File: src/rtl/fft_engine_scheduler.sv
// fft_engine_scheduler: round-robin owner of the shared FFT engine for the header and body
// convolution wrappers, with a per-job watchdog and a CPU command/status pair.
module fft_engine_scheduler #(
  parameter int TIMEOUT_CYCLES = 50000,
  parameter int TO_W = 16
) (
  input  logic       clk,
  input  logic       reset_n,
  input  logic       hdr_req,
  output logic       hdr_gnt,
  output logic       hdr_done,
  input  logic       body_req,
  output logic       body_gnt,
  output logic       body_done,
  output logic       fft_sel,
  output logic       fft_start,
  input  logic       fft_busy,
  input  logic       fft_done,
  input  logic [1:0] cpu_cmd,
  output logic [1:0] status
);
  typedef enum logic [2:0] {IDLE, START, RUN, DONE, ERR} state_t;
  localparam logic [TO_W-1:0] WD_MAX = TO_W'(TIMEOUT_CYCLES - 1);
  state_t state_q, state_d;
  logic sel_q, sel_d, last_q, last_d;
  logic [TO_W-1:0] wd_q, wd_d;
  logic abort, win, job;
  assign abort = cpu_cmd[1];
  // On a tie the requester that was not served last wins; last_q=1 means body.
  assign win = (hdr_req && body_req) ? ~last_q : body_req;
  always_ff @(posedge clk) begin
    if (!reset_n) begin
      state_q <= IDLE;
      sel_q   <= 1'b0;
      last_q  <= 1'b1;
      wd_q    <= '0;
    end else begin
      state_q <= state_d;
      sel_q   <= sel_d;
      last_q  <= last_d;
      wd_q    <= wd_d;
    end
  end
  always_comb begin
    state_d = state_q;
    sel_d   = sel_q;
    last_d  = (state_q == DONE) ? sel_q : last_q;
    wd_d    = (state_q == START) ? '0 : (state_q == RUN) ? wd_q + 1'b1 : wd_q;
    if (abort) begin
      state_d = IDLE;
    end else begin
      case (state_q)
        IDLE:
          if (cpu_cmd[0] && !fft_busy && (hdr_req || body_req)) begin
            state_d = START;
            sel_d   = win;
          end
        START: state_d = RUN;
        RUN:   state_d = fft_done ? DONE : (wd_q == WD_MAX) ? ERR : RUN;
        DONE:  state_d = IDLE;
        ERR:   state_d = ERR;
        default: state_d = IDLE;
      endcase
    end
  end
  always_comb begin
    job       = (state_q == START) || (state_q == RUN);
    hdr_gnt   = job && !sel_q;
    body_gnt  = job && sel_q;
    hdr_done  = (state_q == DONE) && !sel_q;
    body_done = (state_q == DONE) && sel_q;
    fft_sel   = sel_q;
    fft_start = (state_q == START);
    status    = {state_q == ERR, job || (state_q == DONE)};
  end
endmodule

File: config.mk
export PLATFORM = sky130hd
export DESIGN_NAME = fft_engine_scheduler
export DESIGN_NICKNAME = d
export VERILOG_FILES = /design/src/rtl/fft_engine_scheduler.sv
export SDC_FILE = /design/constraint.sdc
export NUM_CORES = 1
export LEC_CHECK = 0
export CAP_MARGIN = 30
export CORE_ASPECT_RATIO = 2
export CORE_MARGIN = 2
export CORE_UTILIZATION = 30
export CTS_CLUSTER_SIZE = 28
export DETAILED_ROUTE_END_ITERATION = 8
export RECOVER_POWER = 100
export SLEW_MARGIN = 20
export SYNTH_ARGS = -nofsm -noshare
export SYNTH_HDL_FRONTEND = slang
export SYNTH_SLANG_ARGS = --single-unit
File: constraint.sdc
create_clock -name clk -period 1.57 [get_ports clk]
set_input_delay 0.314 -clock clk [delete_from_list [all_inputs] [get_ports clk]]
set_output_delay 0.314 -clock clk [all_outputs]
set_load 0.01 [all_outputs]
* Word level (Yosys, flattened, before mapping)
Index checks and enable logic that the tools add are counted.
** Word-level totals
- Flip-flop bits (word level) :: 21
- Output and inout port bits :: 8
- Logic and storage cells :: 35
** Operators by class
- Add/sub/neg operators :: 1
- Eq/ne operators :: 6
- Multiplexer cells :: 5
- Bitwise operators :: 3
- Reduce and logical (&&, ||, !) cells :: 16
** Operators with widths (count)
- 16-bit by 1-bit adder with 16-bit output, second input constant :: 1
- 16-bit == test, second input constant :: 1
- 3-bit one-hot mux with 4 select lines :: 1
- 3-bit 2-to-1 mux :: 3
- 1-bit logical AND :: 7
- 3-bit by 2-bit == test with 1-bit output, second input constant :: 2
- 2-bit OR reduction :: 2
- 3-bit by 1-bit == test with 1-bit output, second input constant :: 1
- 3-bit == test, second input constant :: 1
- 3-bit logical NOT :: 1
- 1-bit logical OR :: 3
- 1-bit NOT :: 3
- 3-bit AND reduction :: 1
- 1-bit logical NOT :: 2
- 2-bit != test, second input constant :: 1
- 1-bit 2-to-1 mux :: 1

* Longest topological paths before layout
Gate-level depths: netlist of the first run.
- Depth in word-level cells :: 5
- Gate-level depth with buffers :: 5

* Worst setup path after synthesis of the first run
OpenSTA, ideal clock, no wires.
- Path kind :: flip-flop to flip-flop
- Start point :: register wd_q[0]
- End point :: register state_q[1]
- Arrival :: 1.447 ns
- Required time :: 1.438 ns
- Setup slack :: -0.008 ns
- Stages on the path, launching flop included :: 6
- Path buffers :: 0
- Cell sequence :: dfxtp_1 -> ha_1 -> or4bb_1 -> nor4_4 -> o21ai_1 -> nor4b_1
** On the way
- Cells in the longest elaborated chain, start to end :: 4
** RTL lines
- start, declared :: RTL line 26 : logic [TO_W-1:0] wd_q, wd_d;
- start signal, assigned :: RTL line 41 : wd_q <= wd_d;
- 16-bit == test :: RTL line 59 : RUN: state_d = fft_done ? DONE : (wd_q == WD_MAX) ? ERR : RUN;
- 3-bit 2-to-1 mux (2 in a row) :: RTL line 59
- 3-bit one-hot mux with 4 select lines :: RTL line 52 : case (state_q)
- end signal, assigned :: RTL line 38 : state_q <= state_d;
- end, declared :: RTL line 24 : state_t state_q, state_d;
No other way between the ends.
A chain may end at the register's enable or synchronous reset.

* Worst setup path after layout of the first run
Ends and elaborated chain as after synthesis.

==> flow_metrics.env, run 1 <==
export IMPL_final_common_cell="buf_4"
export IMPL_drive_gt1_share_pct=40.2
export IMPL_drt_pass1_iter_count=4
export IMPL_max_stage_delay_ns=0.47
export IMPL_rrSetupSlack_ns=-0.06
export IMPL_initial_core_util_pct=31.1
export IMPL_clk_pin_slew_ns=0.08
export IMPL_grt_usage_pct=16.5
export IMPL_rsz0062_at_grt="yes"
export IMPL_status="complete, but fails checks"
export IMPL_synthTopCellsByArea="dfxtp_1 (35%), nor2_1 (5.0%), xnor2_1 (4.4%)"
export IMPL_cp_start_kind="flop"
export IMPL_yosys_area_top_type="dfxtp_1"
export IMPL_syn_nets=149
export IMPL_fp_dieW_um=48.6
export IMPL_crit_family="simple AND/OR/NAND/NOR gates"
export IMPL_drt_iter0_drc=22
export IMPL_synth_seq_area_share_pct=35.2
export IMPL_syn2layout_area_growth_pct=54.2
export IMPL_fin_cells=245
export IMPL_clock_sinks=21
export IMPL_maxSlewViolCount=0
export IMPL_grt_max_degree=13
export IMPL_antenna_found_initial=0
export IMPL_relSlewSlack_pct=80.7
export IMPL_antenna_left=0
export IMPL_vias_per_cell=5.10
export IMPL_grt_pass1_wl_um=5850
export IMPL_max_freq_mhz=613
export IMPL_crit_path_cell_trace="ha_4 -> or4bb_4 -> nor4_4 -> o21ai_1 -> nor4b_2"
export IMPL_dp_slack_ns=-0.311
export IMPL_layout_common_cells="buf_4 (35), dfxtp_1 (15), nor2_1 (14), nand2_1 (8), clkdlybuf4s50_1 (7)"
export IMPL_ctsHoldBuffers=0
export IMPL_routed_via_count=1249
export IMPL_syn_area_per_cell_um2=8.53
export IMPL_coreArea_mm2=0.00384
export IMPL_synth_edff_count=0
export IMPL_htreeDepth=1
export IMPL_gp_congestion=0.769
export IMPL_dp_hpwl_um=2740
export IMPL_power_density_mw_per_mm2=536
export IMPL_violations="setup timing"
export IMPL_syn_inst=140
export IMPL_crit_path_end_kind="flop"
export IMPL_worstMarginPinSlew_ns=0.287
export IMPL_tns_ns=-0.221
export IMPL_required_ns=1.73
export IMPL_nFillCells=387
export IMPL_timing_final_crit_share_pct=104
export IMPL_final_cell_area_mm2=0.00184
export IMPL_grt_pass1_vias=1334
export IMPL_num_nets_final=204
export IMPL_cellLeakagePower_uw=0.000692
export IMPL_synth_top_family_by_area="simple AND/OR/NAND/NOR gates"
export IMPL_critPathBufInv=0
export IMPL_hold_path_class="reg -> reg"
export IMPL_row_count=32
export IMPL_die_y_um=93.3
export IMPL_synth_compound_area_share_pct=13.3
export IMPL_peakVddDrop_uv=483
export IMPL_cap_violations=0
export IMPL_dpl_cell_area_mm2=0.00165
export IMPL_io_pins=16
export IMPL_drt_total_wl_um=3530
export IMPL_io_buffer_count=15
export IMPL_synth_flop_cell="dfxtp_1"
export IMPL_arrival_ns=1.80
export IMPL_wl_per_cell_um=14.4
export IMPL_clk_latency_ns=0.27
export IMPL_placed_cells=234
export IMPL_cp_max_fo=3
export IMPL_synth_fa_ha_area_share_pct=1.05
export IMPL_syn_area_mm2=0.00119
export IMPL_synth_mux_area_share_pct=1.68
export IMPL_cts_root_to_sink_buffers=2
export IMPL_yosys_area_share_simple_pct=38.6
export IMPL_synth_xor_area_share_pct=5.86
export IMPL_area_sequential_um2=430
export IMPL_total_power_uw=989
export IMPL_cts_buffers=3
export IMPL_synth_top_area_share_pct=35.2
export IMPL_critPathKind="reg -> reg"
export IMPL_finalHoldViolCount=0
export IMPL_finalSetupViolCount=5
export IMPL_cts_tree="done"
export IMPL_finalWorstSetupSlack_ns=-0.0623
export IMPL_worst_path_max_delay_cell="or4bb_4"
export IMPL_dieArea_mm2=0.00453
export IMPL_globalRouteOverflowTotal=0
export IMPL_synth_seq_cells=21
export IMPL_finClkSkew_ns=0.00158
export IMPL_post_route_drc_count=0
export IMPL_cts_root_buffer="clkbuf_8"
export IMPL_ys_types=41
export IMPL_antenna_cells=0
export IMPL_synthArstFlopShare_pct=0
export IMPL_period_minus_slack_ns=1.63
export IMPL_multi_input_area_um2=821
export IMPL_yosys_warnings=0
==> cell type report <==
type,instances,area share (%)
Clock buffer,4,2.44
Inverter,6,1.22
Multi-Input combinational cell,108,44.5
Sequential cell,21,23.4
Tap cell,51,3.46
Timing Repair Buffer,55,25.0
==> state kept, by name, summed over array words and instances, names as in the netlist <==
register / flops
wd_q: 16
last_q: 1
fft_sel: 1
state_q: 3
==> synthesized netlist by cell type, drive strengths merged, types with 2 or more instances <==
cell    number
a211oi       2
xnor2        6
or4bb        2
nand2        9
or4          3
inv          6
mux2i        2
a211o        2
nor3         5
xor2         2
a21oi        8
o21ai        8
a21boi       2
clkbuf       2
or3          2
buf          3
and2         2
nand4b       2
nand4        6
and4         2
nand3        4
nor2        16
nor2b        3
nand2b       4
dfxtp       21
nor4b        3
nor4         4
==> power by group <==
group | internal (uW) | leakage, uW | switching (uW)
clock network | 181 | 0.0000228 | 183
logic | 50.2 | 0.000497 | 38.7
registers | 533 | 0.000173 | 2.67
==> layer usage <==
metal	global-route usage [%]	wire (um)
met5	0	0
met4	10.7	133
met3	1.60	83
met2	34.0	2110
met1	14.2	1210
==> timing repair <==
| action | 4_1_cts | 5_1_grt |
|---|---|---|
| endpoints found under the setup margin | 16 | 15 |
| gates resized for setup | 34 | 19 |
| hold endpoints to repair | 0 | 0 |
| setup buffers | 4 | 3 |
| pin swaps | 5 | 5 |
==> metrics by stage <==
stage,hold WS [ns],util (%)
after floorplan,0.393,-
after global placement,0.484,42.8
after detailed placement,0.505,42.8
after CTS,0.513,45.6
after global routing,0.527,47.9
final,0.524,47.9
==> final timing paths <==
| check | from | to | cells after the start |
|---|---|---|---|
| min reg2reg | last_q | last_q | 1 |
| max | wd_q[0] | state_q[1] | 5 |
| max reg2reg | wd_q[0] | state_q[1] | 5 |
| min | last_q | last_q | 1 |
==> cells by family (layout without fill, tap and decap cells) <==
group / Yosys count / after routing
buf+inv: 11 / 65
flops: 21 / 21
compound gates: 26 / 26
mux: 2 / 2
fa+ha+maj: 1 / 1
xor+xnor: 8 / 8
simple gates: 71 / 71
(Power assumes the default switching activity.)
==> run 2: changes to the inputs <==
--- a/config.mk
+++ b/config.mk
@@ -5,6 +5,7 @@
 export SDC_FILE = /design/constraint.sdc
 export NUM_CORES = 1
 export LEC_CHECK = 0
+export ABC_CLOCK_PERIOD_IN_PS = 1570
 export CAP_MARGIN = 30
 export CORE_ASPECT_RATIO = 2
 export CORE_MARGIN = 2
==> results of run 2 <==
Same layout as run 1: the final DEF is identical, and so are final timing and power.
==> run 3: changes to the inputs <==
--- a/config.mk
+++ b/config.mk
@@ -7,11 +7,14 @@
 export LEC_CHECK = 0
 export ABC_CLOCK_PERIOD_IN_PS = 1570
 export CAP_MARGIN = 30
+export CELL_PAD_IN_SITES_DETAIL_PLACEMENT = 1
+export CELL_PAD_IN_SITES_GLOBAL_PLACEMENT = 1
 export CORE_ASPECT_RATIO = 2
 export CORE_MARGIN = 2
 export CORE_UTILIZATION = 30
 export CTS_CLUSTER_SIZE = 28
 export DETAILED_ROUTE_END_ITERATION = 8
+export PLACE_DENSITY_LB_ADDON = 0.1
 export RECOVER_POWER = 100
 export SLEW_MARGIN = 20
 export SYNTH_ARGS = -nofsm -noshare
==> flow_metrics.env, run 3 (synthesized netlist as in run 1, its figures left out) <==
export IMPL_clk_latency_ns=0.26
export IMPL_netSwitchingFraction_pct=22.5
export IMPL_dpl_cell_area_mm2=0.00168
export IMPL_io_pins=16
export IMPL_htreeDepth=1
export IMPL_antenna_cells=0
export IMPL_status="complete, but fails checks"
export IMPL_crit_path_cell_trace="dlygate4sd3_1 -> or4_4 -> nor4b_4 -> mux2i_1 -> nor2_1"
export IMPL_peakVddDrop_uv=382
export IMPL_postLayoutCoreUtil_pct=47.5
export IMPL_finalHoldViolCount=0
export IMPL_min_from="last_q"
export IMPL_period_minus_slack_ns=1.67
export IMPL_die_y_um=93.3
export IMPL_fp_dieW_um=48.6
export IMPL_syn2layout_area_growth_pct=52.9
export IMPL_p_clk_share_pct=36.8
export IMPL_fin_cells=245
export IMPL_coreArea_mm2=0.00384
export IMPL_grt_pass1_wl_um=6370
export IMPL_arrival_ns=1.82
export IMPL_globalRouteOverflowTotal=0
export IMPL_pwr_share_comb_pct=8.6
export IMPL_routed_via_count=1238
export IMPL_maxSlewViolCount=0
export IMPL_row_count=32
export IMPL_cp_start_kind="primary input"
export IMPL_whs_path_depth=1
export IMPL_min_to="last_q"
export IMPL_grt_pass1_vias=1372
export IMPL_finalWorstSetupSlack_ns=-0.0972
export IMPL_critPathKind="in -> reg"
export IMPL_placed_cells=238
export IMPL_wl_per_cell_um=15.6
export IMPL_worstMarginPinSlew_ns=0.336
export IMPL_max_freq_mhz=600
export IMPL_crit_path_end_kind="flop"
export IMPL_dp_hpwl_um=2990
export IMPL_largest_reg_flops=16
export IMPL_timing_final_crit_share_pct=106
export IMPL_final_common_cell="buf_4"
export IMPL_tns_ns=-0.222
export IMPL_max_stage_delay_ns=0.55
export IMPL_clk_pin_slew_ns=0.08
export IMPL_p_switching_uw=220
export IMPL_cts_tree="done"
export IMPL_crit_family="simple AND/OR/NAND/NOR gates"
export IMPL_drt_total_wl_um=3830
export IMPL_finalSetupViolCount=5
export IMPL_rrSetupSlack_ns=-0.09
export IMPL_vias_per_cell=5.05
export IMPL_top_register="wd_q"
export IMPL_reg_top3="wd_q: 16 flops, state_q: 3 flops"
export IMPL_cp_max_fo=2
export IMPL_drt_pass1_iter_count=4
export IMPL_initial_core_util_pct=31.1
export IMPL_relSlewSlack_pct=77.4
export IMPL_internal_power_uw=759
export IMPL_cap_violations=0
export IMPL_r2r_cells=5
export IMPL_required_ns=1.72
export IMPL_cts_root_buffer="clkbuf_8"
export IMPL_worst_path_max_delay_cell="dlygate4sd3_1"
export IMPL_r2r_end="fft_sel"
export IMPL_post_route_drc_count=0
export IMPL_power_frac_seq_pct=54.6
export IMPL_final_cell_area_mm2=0.00183
export IMPL_grt_usage_pct=17.8
export IMPL_critPathBufInv=1
export IMPL_cellLeakagePower_uw=0.000683
export IMPL_hold_slack_ns=0.466
export IMPL_hold_path_class="reg -> reg"
export IMPL_grt_max_degree=13
export IMPL_io_buffer_count=15
export IMPL_gp_congestion=0.890
export IMPL_drt_iter0_drc=10
export IMPL_ctsHoldBuffers=0
export IMPL_reg2reg_from="state_q[1]"
export IMPL_cts_root_to_sink_buffers=2
export IMPL_clock_sinks=21
export IMPL_finClkSkew_ns=0.00379
export IMPL_antenna_left=0
export IMPL_rsz0062_at_grt="yes"
export IMPL_violations="setup timing"
export IMPL_layout_common_cells="buf_4 (35), nor2_1 (14), dfxtp_1 (14), nand2_1 (8)"
export IMPL_dieArea_mm2=0.00453
export IMPL_power_density_mw_per_mm2=536
export IMPL_antenna_found_initial=0
export IMPL_drive_gt1_share_pct=38.7
export IMPL_num_nets_final=204
export IMPL_cts_buffers=3
## run 3: changes by cell type in the layout (fill, tap and decap cells not counted), moves of 2 or more
cell,previous run,this run
nand2b_4,2,0
buf_6,4,2
a211oi_2,0,2
a211oi_1,2,0
buf_2,3,1
clkdlybuf4s15_1,0,2
## run 3: layout make-up
| class | count | area, um^2 |
|---|---|---|
| well taps | 51 | 63.8 |
| repair buffers | 55 | 457 |
| fillers | 479 | 2020 |
| multi-input cells | 108 | 807 |
| clock buffers | 4 | 45.0 |
| flip-flops and latches | 21 | 432 |
| inverters | 6 | 22.5 |
## run 3: worst max path at each step
| stage | startpoint | endpoint | depth (start not counted) |
|---|---|---|---|
| global route | state_q[1] | fft_sel | 5 |
| global placement | fft_done | state_q[1] | 5 |
| finish | cpu_cmd[1] | fft_sel | 5 |
| detailed placement | fft_done | state_q[1] | 5 |
| CTS | state_q[1] | fft_sel | 5 |
| floorplan | wd_q[1] | state_q[1] | 5 |
## run 3: worst register-to-register path, stage by stage (launching register included)
cell     delay, ns
dfxtp_2       0.35
buf_4         0.15
or4_4         0.55
nor4b_4       0.24
mux2i_1       0.22
nor2_1        0.05
## run 3: timing repair
action / 4_1_cts / 5_1_grt
resized for setup: 30 / 17
endpoints found under the setup margin: 13 / 18
setup buffers: 1 / 2
gates cloned: 0 / 0
pin swaps: 4 / 6
## run 3: power by group through the flow
stage / sequential [uW] / combinational (uW) / clock [uW]
finish: 535 / 84.3 / 360
floorplan: 548 / 33.0 / 0
CTS: 536 / 84.3 / 378
detailed placement: 548 / 85.3 / 0
global route: 535 / 91.2 / 402
global placement: 548 / 83.2 / 0
## run 3: metal layers
layer	share of wire [%]	track usage, %	wire length (um)
met1	36	17.6	1380
met2	59	35.8	2240
met3	1.8	1.76	68
met4	3.4	8.10	129
met5	0	0	0
## run 3: through the flow
step	setup slack, ns	power (uW)
floorplan	0.0157	581
global placement	-0.274	632
detailed placement	-0.329	634
CTS	-0.103	998
global route	-0.167	1030
finish	-0.0972	979
